===== config.mk =====
export PLATFORM = sky130hd
export DESIGN_NAME = rect_fill
export DESIGN_NICKNAME = d
export VERILOG_FILES = /design/src/rtl/vga_pkg.sv /design/src/rtl/rect_fill.sv
export SDC_FILE = /design/constraint.sdc
export NUM_CORES = 1
export LEC_CHECK = 0
export CAP_MARGIN = 20
export CORE_UTILIZATION = 60
export CTS_CLUSTER_DIAMETER = 30
export DETAILED_ROUTE_END_ITERATION = 10
export HOLD_SLACK_MARGIN = 0.05
export PLACE_DENSITY_LB_ADDON = 0.2
export SYNTH_ARGS = -nofsm -noshare
export SYNTH_HDL_FRONTEND = slang
export SYNTH_SLANG_ARGS = --single-unit

===== constraint.sdc =====
create_clock -name pclk -period 5.3 [get_ports pclk]
set_clock_uncertainty 0.2 [all_clocks]
set_input_delay 1.06 -clock pclk [delete_from_list [all_inputs] [get_ports pclk]]
set_output_delay 1.06 -clock pclk [all_outputs]
set_load 0.01 [all_outputs]

===== src/rtl/vga_pkg.sv =====
// ---------------------------------------------------------------------------
// vga_pkg
// Shared definitions for the 160x100 video subsystem.
//   SCR_W / SCR_H   visible columns / rows; SCR_W is also the VRAM row stride
//   VRAM_AW         VRAM address width (16000 bytes fit in 14 bits)
//   color_t         8-bit RRRGGGBB pixel
//   state_t         drawing-engine FSM states
// ---------------------------------------------------------------------------
package vga_pkg;

   localparam int SCR_W   = 160;
   localparam int SCR_H   = 100;
   localparam int VRAM_AW = 14;

   // Sized copies so the clipping compares in the engine stay width-exact.
   localparam logic [8:0] SCR_W_9 = 9'(SCR_W);
   localparam logic [7:0] SCR_H_8 = 8'(SCR_H);

   typedef logic [7:0] color_t;

   typedef enum logic [1:0] {
      IDLE,
      FILL,
      DONE
   } state_t;

   // y*160 built from two shifts: 160 = 128 + 32.
   function automatic logic [VRAM_AW-1:0] row_offset(input logic [6:0] y);
      return VRAM_AW'({y, 7'b0}) + VRAM_AW'({y, 5'b0});
   endfunction

endpackage


===== src/rtl/rect_fill.sv =====
// ---------------------------------------------------------------------------
// rect_fill
// Rectangle-fill drawing engine feeding the 160x100 VRAM, one byte per clock.
// Rectangles are clipped to the screen; writes go out in raster order at
// addr = y*160 + x.
//
// Optional build macro RECT_FILL_CHECKER_EN adds the cmd_checker input: when
// latched high the fill becomes a 4x4-cell checkerboard of colour and black,
// aligned to absolute screen coordinates. Timing is identical in both builds.
//
// Ports
//   pclk        clock, rising edge
//   reset_n     asynchronous active-low reset
//   cmd_valid   command present            cmd_ready  high only in IDLE
//   cmd_x/y     top-left corner            cmd_w/h    size in pixels/rows
//   cmd_color   fill colour (RRRGGGBB)     cmd_checker  (macro builds only)
//   vram_we/addr/data  write request, held while vram_wait is high
//   vram_wait   VRAM did not take the write this cycle
//   busy        high in FILL or DONE       done       one-cycle completion
// ---------------------------------------------------------------------------
module rect_fill
   import vga_pkg::*;
#(
   parameter int AW = VRAM_AW
) (
   input  logic          pclk,
   input  logic          reset_n,
   input  logic          cmd_valid,
   output logic          cmd_ready,
   input  logic [7:0]    cmd_x,
   input  logic [6:0]    cmd_y,
   input  logic [7:0]    cmd_w,
   input  logic [6:0]    cmd_h,
   input  logic [7:0]    cmd_color,
`ifdef RECT_FILL_CHECKER_EN
   input  logic          cmd_checker,
`endif
   output logic          vram_we,
   output logic [AW-1:0] vram_addr,
   output logic [7:0]    vram_data,
   input  logic          vram_wait,
   output logic          busy,
   output logic          done
);

   state_t          state, state_nxt;

   logic [7:0]      x_start;    // column each row restarts from
   logic [8:0]      x_end;      // clipped, exclusive
   logic [7:0]      y_end;      // clipped, exclusive
   logic [7:0]      cx;
   logic [6:0]      cy;
   logic [AW-1:0]   row_base;   // cy*160, stepped by 160 per row
   color_t          color;
`ifdef RECT_FILL_CHECKER_EN
   logic            checker;
`endif

   logic [8:0]      x_sum, x_clip;
   logic [7:0]      y_sum, y_clip;
   logic            degenerate;
   logic            accept;
   logic            wr_done;
   logic            row_last;
   logic            rect_last;
   color_t          pix_data;

   // ---------------------------------------------------------------------
   // Command decode and loop-end detection
   // ---------------------------------------------------------------------
   assign x_sum  = {1'b0, cmd_x} + {1'b0, cmd_w};
   assign y_sum  = {1'b0, cmd_y} + {1'b0, cmd_h};
   assign x_clip = (x_sum > SCR_W_9) ? SCR_W_9 : x_sum;
   assign y_clip = (y_sum > SCR_H_8) ? SCR_H_8 : y_sum;

   assign degenerate = (cmd_w == 8'd0) || (cmd_h == 7'd0) ||
                       ({1'b0, cmd_x} >= SCR_W_9) || ({1'b0, cmd_y} >= SCR_H_8);

   assign accept    = cmd_valid && (state == IDLE);
   assign wr_done   = (state == FILL) && !vram_wait;
   assign row_last  = ({1'b0, cx} == (x_end - 9'd1));
   assign rect_last = row_last && ({1'b0, cy} == (y_end - 8'd1));

`ifdef RECT_FILL_CHECKER_EN
   assign pix_data = (checker && (cx[2] ^ cy[2])) ? 8'h00 : color;
`else
   assign pix_data = color;
`endif

   // ---------------------------------------------------------------------
   // State register
   // ---------------------------------------------------------------------
   // NOTE: sequential state uses non-blocking assignments so every flop
   // samples pre-edge values, independent of block ordering.
   always_ff @(posedge pclk or negedge reset_n) begin
      if (!reset_n) begin
         state <= IDLE;
      end else begin
         state <= state_nxt;
      end
   end

   // ---------------------------------------------------------------------
   // Next state and outputs. Outputs decode from state alone, so reset
   // (which forces IDLE) clears the write port immediately.
   // ---------------------------------------------------------------------
   always_comb begin
      // NOTE: every output gets a default first so no path leaves one
      // unassigned, which would otherwise infer a latch.
      state_nxt = state;
      cmd_ready = 1'b0;
      vram_we   = 1'b0;
      vram_addr = '0;
      vram_data = 8'h00;
      busy      = 1'b0;
      done      = 1'b0;

      case (state)
         IDLE: begin
            cmd_ready = 1'b1;
            if (cmd_valid) begin
               state_nxt = degenerate ? DONE : FILL;
            end
         end
         FILL: begin
            busy      = 1'b1;
            vram_we   = 1'b1;
            vram_addr = row_base + AW'(cx);
            vram_data = pix_data;
            if (wr_done && rect_last) begin
               state_nxt = DONE;
            end
         end
         DONE: begin
            busy      = 1'b1;
            done      = 1'b1;
            state_nxt = IDLE;
         end
         default: begin
            state_nxt = IDLE;
         end
      endcase
   end

   // ---------------------------------------------------------------------
   // Command latch and raster counters
   // ---------------------------------------------------------------------
   // NOTE: these datapath registers are reset too even though FILL always
   // reloads them, so the write port never shows X after reset.
   always_ff @(posedge pclk or negedge reset_n) begin
      if (!reset_n) begin
         x_start  <= 8'd0;
         x_end    <= 9'd0;
         y_end    <= 8'd0;
         cx       <= 8'd0;
         cy       <= 7'd0;
         row_base <= '0;
         color    <= 8'h00;
`ifdef RECT_FILL_CHECKER_EN
         checker  <= 1'b0;
`endif
      end else if (accept) begin
         x_start  <= cmd_x;
         x_end    <= x_clip;
         y_end    <= y_clip;
         cx       <= cmd_x;
         cy       <= cmd_y;
         row_base <= AW'(row_offset(cmd_y));
         color    <= cmd_color;
`ifdef RECT_FILL_CHECKER_EN
         checker  <= cmd_checker;
`endif
      end else if (wr_done) begin
         if (row_last) begin
            cx       <= x_start;
            cy       <= cy + 7'd1;
            row_base <= row_base + AW'(SCR_W);
         end else begin
            cx       <= cx + 8'd1;
         end
      end
   end

endmodule


Word level (Yosys, flattened, before mapping)
Cells that the tools add are included.
{ "word_totals": {"reg_bits": 64, "mem_bits_ro": 0, "inputBits": 42, "ram_bits": 0, "latch_bits": 0, "wordCells": 64, "memories": 0} }
{ "classes": {"n_reduce_logical": 16, "n_mul": 0, "div": 0, "mux": 21, "addsub": 9, "eq_ne": 6, "shifts": 0, "magnitude_cmp": 4, "n_bitwise": 0} }
{ "ops": {"columns": ["cell", "n"], "rows": [
  ["$mux W14", 4],
  ["$mux W8", 5],
  ["$mux W7", 3],
  ["$add A14 B12 Y14", 1],
  ["$add A14 B8 Y14", 1],
  ["$add A14 B8 Y14 const B", 1],
  ["$add A8 B8 Y9", 1],
  ["$eq A8 B9 Y1", 1],
  ["$gt A9 B8 Y1 const B", 1],
  ["$mux W9", 1],
  ["$sub A9 B1 Y9 const B", 1],
  ["$add A7 B7 Y8", 1],
  ["$add A8 B1 Y8 const B", 1],
  ["$eq A7 B8 Y1", 1],
  ["$ge A8 B8 Y1 const B", 1],
  ["$gt A8 B7 Y1 const B", 1],
  ["$logic_not A8 Y1", 1],
  ["$sub A8 B1 Y8 const B", 1],
  ["$add A7 B1 Y7 const B", 1],
  ["$ge A7 B7 Y1 const B", 1],
  ["$logic_not A7 Y1", 1],
  ["$mux W2", 3],
  ["$logic_and A1 B1 Y1", 4],
  ["$mux W1", 4],
  ["11 further kinds", 15]
]} }

Longest topological paths before layout
{ "depth": {"depth_word": 7, "mapped_depth": 11} }

Least setup slack after synthesis
No wires, ideal clock.
{ "synth_path": {"path_type": "input-to-reg", "start": "input port cmd_y[0]", "end": "register y_end[0]", "required_time_ns": 4.979, "arrival_time_ns": 3.099, "slack_ns": 1.880, "setup_ns": 0.121, "cell_stages": 10, "cell_sequence": "ha_1 > inv_1 > fa_1 > nor2b_1 > o31a_1 > nor2_1 > o311ai_0 > a311oi_1 > a41o_1 > a22o_1"} }
{ "synth_via": {"elab_chain_len": 3} }
{ "synth_rtl": {"columns": ["element", "line_no", "source"], "rows": [
  ["start, declared", "rect_fill.sv:31", "input logic [6:0] cmd_y,"],
  ["$add A7 B7 Y8 (*)", "rect_fill.sv:72", "assign y_sum = {1'b0, cmd_y} + {1'b0, cmd_h};"],
  ["$gt A8 B7 Y1", "rect_fill.sv:74", "assign y_clip = (y_sum > SCR_H_8) ? SCR_H_8 : y_sum;"],
  ["$mux W8 (*)", "rect_fill.sv:74", null],
  ["end signal, assigned", "rect_fill.sv:165", "y_end <= y_clip;"],
  ["end, declared", "rect_fill.sv:50", "logic [7:0] y_end;"]
]} }
Every way passes the cells marked *; elsewhere a longest branch is shown, timed or not.
A chain may end at the register's enable or synchronous reset.

Worst setup path after layout
{ "layout_path": {"start": "register cx[6]", "end": "output port vram_addr[9]"} }
{ "layout_via": {"elab_chain_len": 2} }
{ "layout_rtl": {"columns": ["element", "line_no", "source"], "rows": [
  ["start, declared", "rect_fill.sv:51", "logic [7:0] cx;"],
  ["start signal, assigned", "rect_fill.sv:166", "cx <= cmd_x;"],
  ["start signal, assigned", "rect_fill.sv:175", "cx <= x_start;"],
  ["start signal, assigned", "rect_fill.sv:179", "cx <= cx + 8'd1;"],
  ["$add A14 B8 Y14", "rect_fill.sv:128", "vram_addr = row_base + AW'(cx);"],
  ["$mux W14", "rect_fill.sv:118", "case (state)"],
  ["end, declared", "rect_fill.sv:39", "output logic [AW-1:0] vram_addr,"]
]} }
Every way passes these cells.

==> metrics.cfg <==
[timing]
max_slew_margin_pct=44.2
worstMarginPinSlew_ns=0.827
clock.fmax_mhz=238
hold_violations=0
period_needed_ns=4.20
rsz0062_at_grt=no
drv_slew=0
setup_viol=0
setup_slack_ns=1.10
period_share_pct=79.3
setup_tns_ns=0

[power]
p_seq_share_pct=33.0
p_comb_share_pct=50.9
ir_drop_mv=0.202
cell_internal_pwr_uw=1590
p_per_area_nw_per_um2=508
power_switching_uw=1210
cellLeakagePower_uw=0.00241
p_sw_share_pct=43.2
power_frac_clock_pct=16.1

[finish]
fin_area_sq_um=5520
drive_above_1_share_pct=5.32
fin_nets=674
fin_util_pct=75.7
regArea_sq_um=1480
fill_cells=564
antenna_cells=0
multi_input_area_sq_um=2890
area_growth_pct=20.9

[synth]
yosysMostFrequentCell=nand2_1
synthFlopType=dfrtp_1
synth.top_cell.area_share_pct=32.4
ys_types=67
synth_area_leader_cell=dfrtp_1
async_flop_share_pct=100
synth.net_count=612
netlist_top_cells_area=dfrtp_1 (32%), ha_1 (8.5%), nand2_1 (6.3%), xnor2_1 (5.2%), xor2_1 (3.8%)
yosysWarnings=0
synthTopCellsByCount=nand2_1 (77), dfrtp_1 (59), inv_1 (32)
syn-cell-area_sq_um=4560
synth-seq-area-share_pct=32.4
avgSynthCellArea_sq_um=8.51
synthCells=536
synth_edf_count=0
synth_seq_cells=59

[grt]
track_usage_pct=30.8
grt_max_degree=60
grt_first_pass_wirelength_um=18600
grt_overflow_total=0
grt_pass1_vias=3971
antenna_found_initial=0

[cts]
clk_latency_ns=0.35
clockBufferDepth=2
clkSinkCount=59
htreeDepth=3
cts_tree=yes
cts_buffers=9
cts_root_buf=clkbuf_8
clk_pin_slew_ns=0.07
postCtsSetupBuffers=0
cts_hold_buf=0
post_cts_resized=0

[detailed_routing]
drtIter0Drc=274
drt-pass1-iter-count=5
drc=0
routedWlPerCell_um=16.2
wl_um=11400
viasPerCell=6.10
vias=4279
final_antenna_net_count=0

[worst_setup_path]
cp_max_fo=9
critical_path.endpoint_type=output pin
path_class=flop to output pin
worstPathRequired_ns=4.04
cpMaxStageDelayCell=clkdlybuf4s50_1
r2r_cells=9
critPathArrivalTime_ns=2.94
slowest_delay_ns=0.55
path_common_cell=a21oi_1
path_cells=ha_1 -> a21oi_1 -> inv_1 -> a21oi_1 -> nor2b_1 -> xnor2_1 -> nor2_1 -> clkdlybuf4s50_1
startpoint_type=flop

[die]
dieArea_sq_um=7960
fp.dieW_um=89.2
ios=68
fp.dieH_um=89.2
floorplan.initialDensity_pct=62.6
core_area_sq_um=7290
num_rows=31

[place]
globalplace.congestion=0.883
dp_hpwl_um=8600
placed_area_sq_um=5300
portBuffers=67
place_ws_ns=0.990

[hold_path]
hp-class=flop to flop
hold_path_depth=2

[status]
outcome=finished, final reports clean

[run]
drv_cap=0

worst max-delay path: cells and delay by family (launching register included):
| family | cells | cell delay (ns) |
|---|---|---|
| AO/OA/AOI/OAI | 2 | 0.74 |
| buffers and inverters | 2 | 0.61 |
| flip-flops | 1 | 0.50 |
| adder cells (fa/ha/maj) | 1 | 0.37 |
| AND/OR/NAND/NOR | 2 | 0.22 |
| XOR/XNOR | 1 | 0.15 |
power by group through the flow:
| stage | Sequential (uW) | Clock [uW] | Combinational (uW) |
|---|---|---|---|
| after floorplan | 822 | 0 | 1090 |
| after global placement | 908 | 0 | 1350 |
| after detailed placement | 921 | 0 | 1410 |
| after CTS | 916 | 454 | 1430 |
| after global routing | 952 | 478 | 1580 |
| final | 926 | 452 | 1430 |
cell usage in the layout, fill, tap and decap left out, types with 17 or more instances in the layout:
cell type / instances
clkdlybuf4s50_1: 66
a21oi_1: 30
nor2_1: 29
and2_1: 17
xnor2_1: 27
ha_1: 31
inv_1: 32
o21ai_0: 27
dfrtp_1: 59
nand2_1: 77
xor2_1: 20
state kept, by name, indices dropped and copies added, names as in the netlist:
register / cells
row_base: 9
x_end: 9
color: 8
cx: 8
x_start: 8
y_end: 8
cy: 7
state: 2
per-layer routing:
layer | wire length (um) | part of all wire (%) | track usage, % | vias up
li1 | - | - | - | 2034
met1 | 5060 | 44 | 42.0 | 2056
met2 | 5350 | 47 | 49.8 | 173
met3 | 803 | 7.1 | 5.08 | 16
met4 | 179 | 1.6 | 10.7 | 0
met5 | 0 | 0 | 0 | -
cell families after synthesis:
logic type      after synthesis  share of synthesized area, %
mux                          11                          2.44
flops                        59                          32.4
buf+inv                      52                          4.39
simple gates                203                          22.5
fa+ha+maj                    34                          9.82
xor+xnor                     47                          9.02
compound gates              130                          19.5
path summary, 6_finish.rpt:
kind / to / start / slack [ns]
worst max-delay path: vram_addr[9] / cx[6] / 1.10
max in group asynchronous: y_end[0] / reset_n / 3.76
min in group asynchronous: color[6] / reset_n / 0.66
worst min-delay path: color[2] / color[2] / 0.27
worst min register to register: color[2] / color[2] / 0.27
worst max register to register: row_base[10] / x_end[0] / 1.72
final cells by class:
type                            count  share of cell area [%]
Timing Repair Buffer               71                    12.6
Multi-Input combinational cell    425                    52.3
Sequential cell                    59                    26.8
Inverter                           32                    2.18
Clock buffer                       10                    2.49
Clock inverter                      5                    1.41
Tap cell                           99                    2.24
through the flow:
step	std cells	total power, uW	hold slack (ns)
floorplan	536	1910	0.238
global placement	686	2260	0.250
detailed placement	686	2340	0.256
CTS	701	2800	0.272
global route	701	3010	0.302
finish	701	2800	0.269
Note: power is estimated with default switching activity, not from simulation.
